**config.mk**
```make
export PLATFORM = sky130hd
export DESIGN_NAME = mul_chain_seq_flat
export DESIGN_NICKNAME = d
export VERILOG_FILES = /design/src/rtl/mul_chain_seq_if.sv /design/src/rtl/mul_chain_seq.sv /design/src/flat_wrapper.sv
export SDC_FILE = /design/constraint.sdc
export NUM_CORES = 2
export LEC_CHECK = 0
export CORE_ASPECT_RATIO = 0.5
export CORE_MARGIN = 2
export CORE_UTILIZATION = 50
export DETAILED_ROUTE_END_ITERATION = 6
export PLACE_DENSITY_LB_ADDON = 0.08
export RECOVER_POWER = 50
export SKIP_LAST_GASP = 1
export SYNTH_ARGS = -nofsm -noshare
export SYNTH_HDL_FRONTEND = slang
export SYNTH_HIERARCHICAL = 1
export SYNTH_SLANG_ARGS = --single-unit
```
**constraint.sdc**
```tcl
create_clock -name clk -period 7.4 [get_ports clk]
set_clock_uncertainty 0.1 [all_clocks]
set_input_delay 1.48 -clock clk [delete_from_list [all_inputs] [get_ports clk]]
set_output_delay 1.48 -clock clk [all_outputs]
set_load 0.02 [all_outputs]
```
**src/rtl/mul_chain_seq_if.sv**
```systemverilog
// Operand-in / product-out handshake bundle for mul_chain_seq.
interface mul_chain_seq_if #(
  parameter int TAG_W = 8,
  parameter int CNT_W = 5
);
  logic [31:0]      in_data;
  logic [TAG_W-1:0] in_tag;
  logic             in_last;
  logic             in_valid;
  logic             in_ready;
  logic [31:0]      out_data;
  logic [TAG_W-1:0] out_tag;
  logic [CNT_W-1:0] out_count;
  logic             out_ovf;
  logic             out_valid;
  logic             out_ready;

  modport slave (
    input  in_data, in_tag, in_last, in_valid, out_ready,
    output in_ready, out_data, out_tag, out_count, out_ovf, out_valid
  );
  modport master (
    output in_data, in_tag, in_last, in_valid, out_ready,
    input  in_ready, out_data, out_tag, out_count, out_ovf, out_valid
  );
endinterface

```
**src/rtl/mul_chain_seq.sv**
```systemverilog
// Sequential fp32 product of an operand stream through a 3-stage multiplier.
// Optional MUL_CHAIN_ZERO_SKIP_EN: bypass the multiplier while the accumulator is zero.
module mul_3_stage_pipe (
  input  logic        clk,
  input  logic        rst_n,
  input  logic        in_valid,
  input  logic [63:0] in_op,
  output logic        out_valid,
  output logic [31:0] out_res
);
  localparam int STAGES = 3;

  typedef struct packed {
    logic              s, nan, inf, zero;
    logic signed [10:0] e;
    logic [23:0]       ma, mb;
  } s1_t;
  typedef struct packed {
    logic              s, nan, inf, zero;
    logic signed [10:0] e;
    logic [47:0]       p;
  } s2_t;

  logic [STAGES:0] vld_pipe;
  s1_t s1_d, s1_q;
  s2_t s2_d, s2_q;
  logic [31:0] res_d, res_q;

  assign vld_pipe[0] = in_valid;

  // Subnormal inputs and results are flushed to signed zero.
  always_comb begin
    logic [7:0] ea, eb;
    logic za, zb, ia, ib, na, nb;
    ea = in_op[62:55];
    eb = in_op[30:23];
    za = (ea == 8'h00);
    zb = (eb == 8'h00);
    ia = (ea == 8'hFF) && (in_op[54:32] == 23'd0);
    ib = (eb == 8'hFF) && (in_op[22:0] == 23'd0);
    na = (ea == 8'hFF) && (in_op[54:32] != 23'd0);
    nb = (eb == 8'hFF) && (in_op[22:0] != 23'd0);
    s1_d      = '0;
    s1_d.s    = in_op[63] ^ in_op[31];
    s1_d.nan  = na | nb | (ia & zb) | (ib & za);
    s1_d.inf  = (ia | ib) & ~s1_d.nan;
    s1_d.zero = (za | zb) & ~s1_d.nan;
    s1_d.e    = $signed({3'b000, ea}) + $signed({3'b000, eb}) - 11'sd127;
    s1_d.ma   = {1'b1, in_op[54:32]};
    s1_d.mb   = {1'b1, in_op[22:0]};
  end

  always_comb begin
    s2_d      = '0;
    s2_d.s    = s1_q.s;
    s2_d.nan  = s1_q.nan;
    s2_d.inf  = s1_q.inf;
    s2_d.zero = s1_q.zero;
    s2_d.e    = s1_q.e;
    s2_d.p    = {24'd0, s1_q.ma} * {24'd0, s1_q.mb};
  end

  // Normalise, round to nearest even, then pack with overflow/underflow clamps.
  always_comb begin
    logic [22:0] m;
    logic        g, st;
    logic signed [10:0] e;
    logic [23:0] mr;
    e = s2_q.e;
    if (s2_q.p[47]) begin
      m  = s2_q.p[46:24];
      g  = s2_q.p[23];
      st = |s2_q.p[22:0];
      e  = e + 11'sd1;
    end else begin
      m  = s2_q.p[45:23];
      g  = s2_q.p[22];
      st = |s2_q.p[21:0];
    end
    mr = {1'b0, m} + {23'd0, g & (st | m[0])};
    if (mr[23]) e = e + 11'sd1;
    if (s2_q.nan)                          res_d = 32'h7FC0_0000;
    else if (s2_q.inf || e >= 11'sd255)    res_d = {s2_q.s, 8'hFF, 23'd0};
    else if (s2_q.zero || e <= 11'sd0)     res_d = {s2_q.s, 31'd0};
    else                                   res_d = {s2_q.s, e[7:0], mr[22:0]};
  end

  always_ff @(posedge clk or negedge rst_n) begin
    if (!rst_n) begin
      vld_pipe[STAGES:1] <= '0;
      s1_q  <= '0;
      s2_q  <= '0;
      res_q <= '0;
    end else begin
      vld_pipe[STAGES:1] <= vld_pipe[STAGES-1:0];
      s1_q  <= s1_d;
      s2_q  <= s2_d;
      res_q <= res_d;
    end
  end

  assign out_valid = vld_pipe[STAGES];
  assign out_res   = res_q;
endmodule

module mul_chain_seq #(
  parameter  int MUL_LAT = 3,
  parameter  int MAX_OPS = 16,
  parameter  int TAG_W   = 8,
  localparam int CNT_W   = $clog2(MAX_OPS + 1)
) (
  input  logic clk,
  input  logic rst,
  mul_chain_seq_if.slave bus
);
  typedef enum logic [1:0] {IDLE, WAIT_OP, BUSY, DONE} state_t;

  localparam int BW = $clog2(MUL_LAT + 1);
  localparam logic [CNT_W-1:0] MAX_C = CNT_W'(MAX_OPS);

  state_t           state_d, state_q;
  logic [31:0]      acc_d, acc_q;
  logic [TAG_W-1:0] tag_d, tag_q;
  logic [CNT_W-1:0] cnt_d, cnt_q, cnt_inc;
  logic             ovf_d, ovf_q;
  logic             last_d, last_q;
  logic [BW-1:0]    bcnt_d, bcnt_q;
  logic             in_ready_d, in_ready_q;
  logic             out_valid_d, out_valid_q;
  logic             accept, fin, mul_issue, mul_vld;
  logic [31:0]      mul_res;

  // Same polarity as this block, so the pipe drains on the same reset.
  mul_3_stage_pipe u_mul (
    .clk      (clk),
    .rst_n    (rst),
    .in_valid (mul_issue),
    .in_op    ({acc_q, bus.in_data}),
    .out_valid(mul_vld),
    .out_res  (mul_res)
  );

  assign accept  = bus.in_valid && in_ready_q;
  assign cnt_inc = cnt_q + 1'b1;
  assign fin     = bus.in_last || (cnt_inc == MAX_C);

  always_comb begin
    state_d   = state_q;
    acc_d     = acc_q;
    tag_d     = tag_q;
    cnt_d     = cnt_q;
    ovf_d     = ovf_q;
    last_d    = last_q;
    bcnt_d    = '0;
    mul_issue = 1'b0;
    case (state_q)
      IDLE: if (accept) begin
        acc_d = bus.in_data;
        tag_d = bus.in_tag;
        cnt_d = CNT_W'(1);
        ovf_d = !bus.in_last && (MAX_OPS == 1);
        state_d = (bus.in_last || MAX_OPS == 1) ? DONE : WAIT_OP;
      end
      WAIT_OP: if (accept) begin
        cnt_d  = cnt_inc;
        ovf_d  = !bus.in_last && (cnt_inc == MAX_C);
        last_d = fin;
`ifdef MUL_CHAIN_ZERO_SKIP_EN
        if (acc_q[30:0] == 31'd0) begin
          acc_d[31] = acc_q[31] ^ bus.in_data[31];
          state_d   = fin ? DONE : WAIT_OP;
        end else begin
          mul_issue = 1'b1;
          state_d   = BUSY;
        end
`else
        mul_issue = 1'b1;
        state_d   = BUSY;
`endif
      end
      BUSY: begin
        bcnt_d = bcnt_q + 1'b1;
        if (mul_vld) begin
          acc_d   = mul_res;
          state_d = last_q ? DONE : WAIT_OP;
        end
      end
      DONE: if (bus.out_ready) state_d = IDLE;
      default: state_d = IDLE;
    endcase
    in_ready_d  = (state_d == IDLE) || (state_d == WAIT_OP);
    out_valid_d = (state_d == DONE);
  end

  always_ff @(posedge clk or negedge rst) begin
    if (!rst) begin
      state_q     <= IDLE;
      acc_q       <= '0;
      tag_q       <= '0;
      cnt_q       <= '0;
      ovf_q       <= 1'b0;
      last_q      <= 1'b0;
      bcnt_q      <= '0;
      in_ready_q  <= 1'b1;
      out_valid_q <= 1'b0;
    end else begin
      // The strobe must land on the last BUSY cycle or MUL_LAT is misconfigured.
      if (state_q == BUSY && mul_vld) assert (bcnt_q == BW'(MUL_LAT - 1));
      state_q     <= state_d;
      acc_q       <= acc_d;
      tag_q       <= tag_d;
      cnt_q       <= cnt_d;
      ovf_q       <= ovf_d;
      last_q      <= last_d;
      bcnt_q      <= bcnt_d;
      in_ready_q  <= in_ready_d;
      out_valid_q <= out_valid_d;
    end
  end

  assign bus.in_ready  = in_ready_q;
  assign bus.out_valid = out_valid_q;
  assign bus.out_data  = acc_q;
  assign bus.out_tag   = tag_q;
  assign bus.out_count = cnt_q;
  assign bus.out_ovf   = ovf_q;
endmodule

```
**src/flat_wrapper.sv**
```systemverilog
// flat-port wrapper written by rule: the top's interface ports become plain ports
module mul_chain_seq_flat 
#(
  parameter  int MUL_LAT = 3,
  parameter  int MAX_OPS = 16,
  parameter  int TAG_W   = 8,
  localparam int CNT_W   = $clog2(MAX_OPS + 1)
)
  (clk, rst, bus_in_data, bus_in_tag, bus_in_last, bus_in_valid, bus_out_ready, bus_in_ready, bus_out_data, bus_out_tag, bus_out_count, bus_out_ovf, bus_out_valid);
  mul_chain_seq_if #(.TAG_W(TAG_W), .CNT_W(5)) bus_i ();
  input  logic clk;
  input  logic rst;
  input wire logic [$bits(bus_i.in_data)-1:0] bus_in_data;
  input wire logic [$bits(bus_i.in_tag)-1:0] bus_in_tag;
  input wire logic [$bits(bus_i.in_last)-1:0] bus_in_last;
  input wire logic [$bits(bus_i.in_valid)-1:0] bus_in_valid;
  input wire logic [$bits(bus_i.out_ready)-1:0] bus_out_ready;
  output wire logic [$bits(bus_i.in_ready)-1:0] bus_in_ready;
  output wire logic [$bits(bus_i.out_data)-1:0] bus_out_data;
  output wire logic [$bits(bus_i.out_tag)-1:0] bus_out_tag;
  output wire logic [$bits(bus_i.out_count)-1:0] bus_out_count;
  output wire logic [$bits(bus_i.out_ovf)-1:0] bus_out_ovf;
  output wire logic [$bits(bus_i.out_valid)-1:0] bus_out_valid;
  assign bus_i.in_data = bus_in_data;
  assign bus_i.in_tag = bus_in_tag;
  assign bus_i.in_last = bus_in_last;
  assign bus_i.in_valid = bus_in_valid;
  assign bus_i.out_ready = bus_out_ready;
  assign bus_in_ready = bus_i.in_ready;
  assign bus_out_data = bus_i.out_data;
  assign bus_out_tag = bus_i.out_tag;
  assign bus_out_count = bus_i.out_count;
  assign bus_out_ovf = bus_i.out_ovf;
  assign bus_out_valid = bus_i.out_valid;
  mul_chain_seq #(.MUL_LAT(MUL_LAT), .MAX_OPS(MAX_OPS), .TAG_W(TAG_W)) u_core (.clk(clk), .rst(rst), .bus(bus_i));
endmodule
```
-- Word level (Yosys, flattened, before mapping)
Cells that the tools add are included.
- register bits after elaboration: 210
- bits in latches: 0
- bits in writable memories: 0
- bits in read-only memories: 0
- input bits: 45
- output and inout port bits: 48
- memories kept: 0
- add/subtract/negate cells: 6
- multiply operators: 1
- div/mod/pow operators: 0
- order comparisons: 2
- equality and inequality tests: 11
- shift-type cells: 0
- muxes and demuxes: 26
- bitwise gates (word level): 13
- reduce and logical (&&, ||, !) cells: 27
- operator list (cell ; count):
    $mux W32 ; 3
    $pmux W32 S2 ; 1
    $mux W31 ; 2
    $mul A24 B24 Y48 ; 1
    $logic_not A23 Y1 ; 2
    $reduce_bool A23 Y1 ; 2
    $add A23 B1 Y24 ; 1
    $mux W23 ; 1
    $reduce_or A23 Y1 ; 1
    $mux W11 ; 2
    $reduce_or A22 Y1 ; 1
    $eq A8 B8 Y1 const B ; 2
    $logic_not A8 Y1 ; 2
    $mux W2 ; 6
    $add A10 B2 Y11 const B ; 1
    $add A11 B2 Y11 const B ; 1
    $ge A11 B9 Y1 const B ; 1
    $le A11 B1 Y1 const B ; 1
    $mux W5 ; 2
    $pmux W5 S2 ; 1
    $sub A9 B7 Y10 const B ; 1
    $add A8 B8 Y9 ; 1
    $pmux W2 S4 ; 1
    $eq A2 B2 Y1 const B ; 3
    other kinds (18) ; 46

-- Depth between registers and ports, before layout
- depth in word-level cells: 11
- gate-level depth with buffers: 27
- mapped depth without buffers: 25

-- Modules after synthesis
Netlist, hierarchy kept.
- modules (own cells, without submodules) (module ; times used ; cells an instance ; area an instance (µm²)):
    mul_3_stage_pipe ; 1 ; 2688 ; 25398.1
    mul_chain_seq ; 1 ; 213 ; 2343.5

-- Worst setup path after synthesis
OpenSTA, ideal clock, no wires.
- path kind: reg2reg
- start: register u_core/u_mul/s1_q[3] (netlist name)
- end: register u_core/u_mul/s2_q[33] (netlist name)
- arrival time: 6693 ps
- slack: 527 ps
- cell stages (with the launch flop): 27
- path buffers: 1
- clock period less this slack: 6873 ps
- cells stage by stage: dfrtp_1 -> clkbuf_1 -> nand2_1 -> fa_1 -> inv_1 -> fa_1 -> inv_1 -> fa_1 -> inv_1 -> fa_1 -> inv_1 -> fa_1 -> inv_1 -> fa_1 -> inv_1 -> fa_1 -> inv_1 -> ha_1 -> a21o_1 -> a21o_1 -> o21bai_1 -> a311oi_1 -> o21ai_1 -> a2111oi_0 -> nor2_1 -> a31oi_1 -> xnor2_1
- RTL lines (what ; RTL line ; text):
    start, declared ; mul_chain_seq.sv:25 ; s1_t s1_d, s1_q;
    start signal, assigned ; mul_chain_seq.sv:91 ; s1_q <= '0;
    start signal, assigned ; mul_chain_seq.sv:96 ; s1_q <= s1_d;
    end signal, assigned ; mul_chain_seq.sv:92 ; s2_q <= '0;
    end signal, assigned ; mul_chain_seq.sv:97 ; s2_q <= s2_d;
    end, declared ; mul_chain_seq.sv:26 ; s2_t s2_d, s2_q;

==> results_dict.tcl <==
set metrics [dict create \
    status "finished with violations" \
    violations "max-capacitance violations, max-slew violations" \
    port_buffers 92 \
    cap_violations 2 \
    die_w_um 337 \
    worstPathMaxFanout 9 \
    drc 0 \
    synth_top_area_share_pct 34.9 \
    gp_congestion 0.894 \
    final.min_clock_period_ps 7130 \
    timing.fmax_mhz 140 \
    syn-num-nets 3622 \
    setup_viol 0 \
    synthCells 2901 \
    grt_remaining_overflow 0 \
    initial_core_util_pct 51.1 \
    tightest_slew_ps 3020 \
    clockRootBuffer "clkbuf_16" \
    dr.pass1.iters 7 \
    startpoint_type "flop" \
    core_um2 54300 \
    slowest_delay_ps 550 \
    synthArstFlopShare_pct 100 \
    clock-sinks 209 \
    clkSlewWorstSetupHoldPaths_ps 70 \
    synthTopCellsByArea "fa_1 35%, dfrtp_1 19%, ha_1 8.7%" \
    synth_area_um2 27700 \
    place_area_um2 29900 \
    synth_edf_count 0 \
    max_slew_margin_pct -101 \
    row_count 60 \
    numCtsBuffers 20 \
    syn2layout_area_growth_pct 10.3 \
    post-route-period-util_pct 96.3 \
    vias 19800 \
    ant_nets 0 \
    critical_path_class "flop to flop" \
    clock_latency_ps 520 \
    drive_gt1_share_pct 6.44 \
    grt_pass1_vias 20800 \
    die_area_um2 57500 \
    avgRoutedWirePerCell_um 19.0 \
    crit_required_ps 7740 \
    hold_class "flop to flop" \
    timing.critical_path.mode_cell "fa_1" \
    die_h_um 171 \
    dr.first_iter.drc_count 1243 \
    antenna_found_initial 0 \
    synth_area_leader_cell "fa_1" \
    cts_tree "yes" \
    grt_pass1_wl_um 117000 \
    clockBufferDepth 3 \
    grt.total_usage_pct 26.5 \
    final_nets 3704 \
    ctsHoldBuffers 0 \
    rsz0062_at_grt "true" \
    endpoint_kind "flop" \
    ys_warn_count 6 \
    h-tree-depth 1 \
    final_util_pct 56.4 \
    synth_seq_cells 209 \
    fin_area_um2 30600 \
    final-hold-violation-count 0 \
    cp.arrival_ps 7470 \
    io_pins 93 \
    drv_slew 158 \
    routed_wl_um 71100 \
    synthFlopType "dfrtp_1" \
    yosysSeqAreaShare_pct 18.9 \
    yosysUniqueCellTypes 71 \
    diodes 0 \
    grt_max_degree 116 \
    routed_via_density 5.28 \
    dpl.hpwl_um 58600 \
    critPathSlowestCell "dfrtp_2" \
    synth_area_per_cell_um2 9.56 \
]
==> registers in the layout, indices dropped and copies added, names as in the netlist <==
register	cells
u_core/bus.in_ready	1
u_core/bus.out_count	5
u_core/bus.out_data	32
u_core/bus.out_ovf	1
u_core/bus.out_tag	8
u_core/bus.out_valid	1
u_core/last_q	1
u_core/state_q	2
u_core/u_mul/out_res	32
u_core/u_mul/out_valid	1
u_core/u_mul/s1_q	61
u_core/u_mul/s2_q	62
u_core/u_mul/vld_pipe	2
==> cell type report <==
cell class | instances | area, um2
well taps | 744 | 931
fillers | 4866 | 23700
repair buffers | 195 | 1780
clock inverters | 12 | 161
clock buffers | 24 | 536
inverters | 571 | 2140
multi-input cells | 1986 | 19800
flip-flops and latches | 209 | 5260
==> placed cells by master, fill, tap and decap left out, types with 14 or more instances in the layout <==
master,count
dlygate4sd3_1,26
and3_1,16
fa_1,483
inv_1,571
clkbuf_16,20
and2_1,314
nor2_1,67
xor2_1,41
xnor2_1,59
nand2_1,373
nor4_1,22
a21o_1,29
clkdlybuf4s50_1,65
a21oi_1,48
nor3_1,17
mux2_2,15
dfrtp_2,16
nand4_1,21
buf_4,90
nand3_1,26
ha_1,193
o21ai_0,69
nor2b_1,14
dfrtp_1,191
mux2i_1,44
==> synth_stat cells, types with 9 or more instances <==
cell and count:
o21bai_1 12, ha_1 193, dfrtp_1 208, nor4_1 22, and3_1 16, xor2_1 41, and2_1 316, a21oi_1 49
o21ai_0 70, a211oi_2 9, clkbuf_1 112, a21o_1 29, nor2b_1 15, fa_1 483, mux2_2 15, nor3_1 17
nand2_1 373, nor2_1 67, xnor2_1 59, mux2i_1 44, a211oi_1 13, nand4_1 21, inv_1 571, buf_6 9
a31oi_1 9, nand3_1 26
==> routing by layer <==
| metal | track usage [%] | vias to the layer above | share of wire, % |
|---|---|---|---|
| li1 | - | 8980 | - |
| met1 | 39.2 | 10300 | 47 |
| met2 | 41.9 | 450 | 46 |
| met3 | 3.73 | 48 | 5.3 |
| met4 | 5.45 | 0 | 2.1 |
| met5 | 0 | - | 0 |
==> worst max-delay path, delay by kind of cell, from the launching register on <==
family	cells	cell delay (ps)
DFF	1	550
buffers and inverters	8	870
xor gates and xnor gates	1	140
adders and majority gates	8	3760
and+or+nand+nor	2	150
AOI/OAI and AO/OA	7	1510
==> cells by family (layout without fill, tap and decap cells) <==
| group | after synthesis | in the layout | share of synthesized area [%] |
|---|---|---|---|
| adder cells (fa/ha/maj) | 676 | 676 | 43.6 |
| flip-flops | 209 | 209 | 18.9 |
| buffers and inverters | 706 | 802 | 9.86 |
| AO/OA/AOI/OAI | 242 | 242 | 5.83 |
| AND/OR/NAND/NOR | 908 | 908 | 16.5 |
| XOR/XNOR | 100 | 100 | 3.16 |
| other | 1 | 1 | 0.0135 |
| multiplexers | 59 | 59 | 2.20 |
==> metrics by stage <==
step / instances / setup slack (ps) / hold slack [ps] / setup TNS (ps)
floorplan: 2901 / 527 / 231 / 0
global placement: 3704 / -7.05 / 233 / -7.05
detailed placement: 3704 / 44.2 / 235 / 0
CTS: 3740 / 23.2 / 248 / 0
global route: 3741 / -8.86 / 258 / -8.86
finish: 3741 / 273 / 248 / 0
==> what timing repair did <==
action                                 in CTS  in global routing
setup buffers                               0                  1
gates resized for setup                     0                 28
setup endpoints to repair                   0                 12
endpoints found under the hold margin       0                  0
==> worst paths after layout <==
kind / from / endpoint / slack (ps) / cells past startpoint
worst min-delay path: u_core/u_mul/vld_pipe[2] / u_core/u_mul/out_valid / 250 / 0
min in group asynchronous: rst / u_core/bus.out_ovf / 1710 / 1
worst max register to register: u_core/u_mul/s1_q[36] / u_core/u_mul/s2_q[33] / 270 / 26
max in group asynchronous: rst / u_core/u_mul/s1_q[14] / 2070 / 2
worst min register to register: u_core/u_mul/vld_pipe[2] / u_core/u_mul/out_valid / 250 / 0
worst max-delay path: u_core/u_mul/s1_q[36] / u_core/u_mul/s2_q[33] / 270 / 26
Power is left out: the tool's default activity adds up to more than one toggle a clock period on the data nets, which glitch-free logic cannot reach.
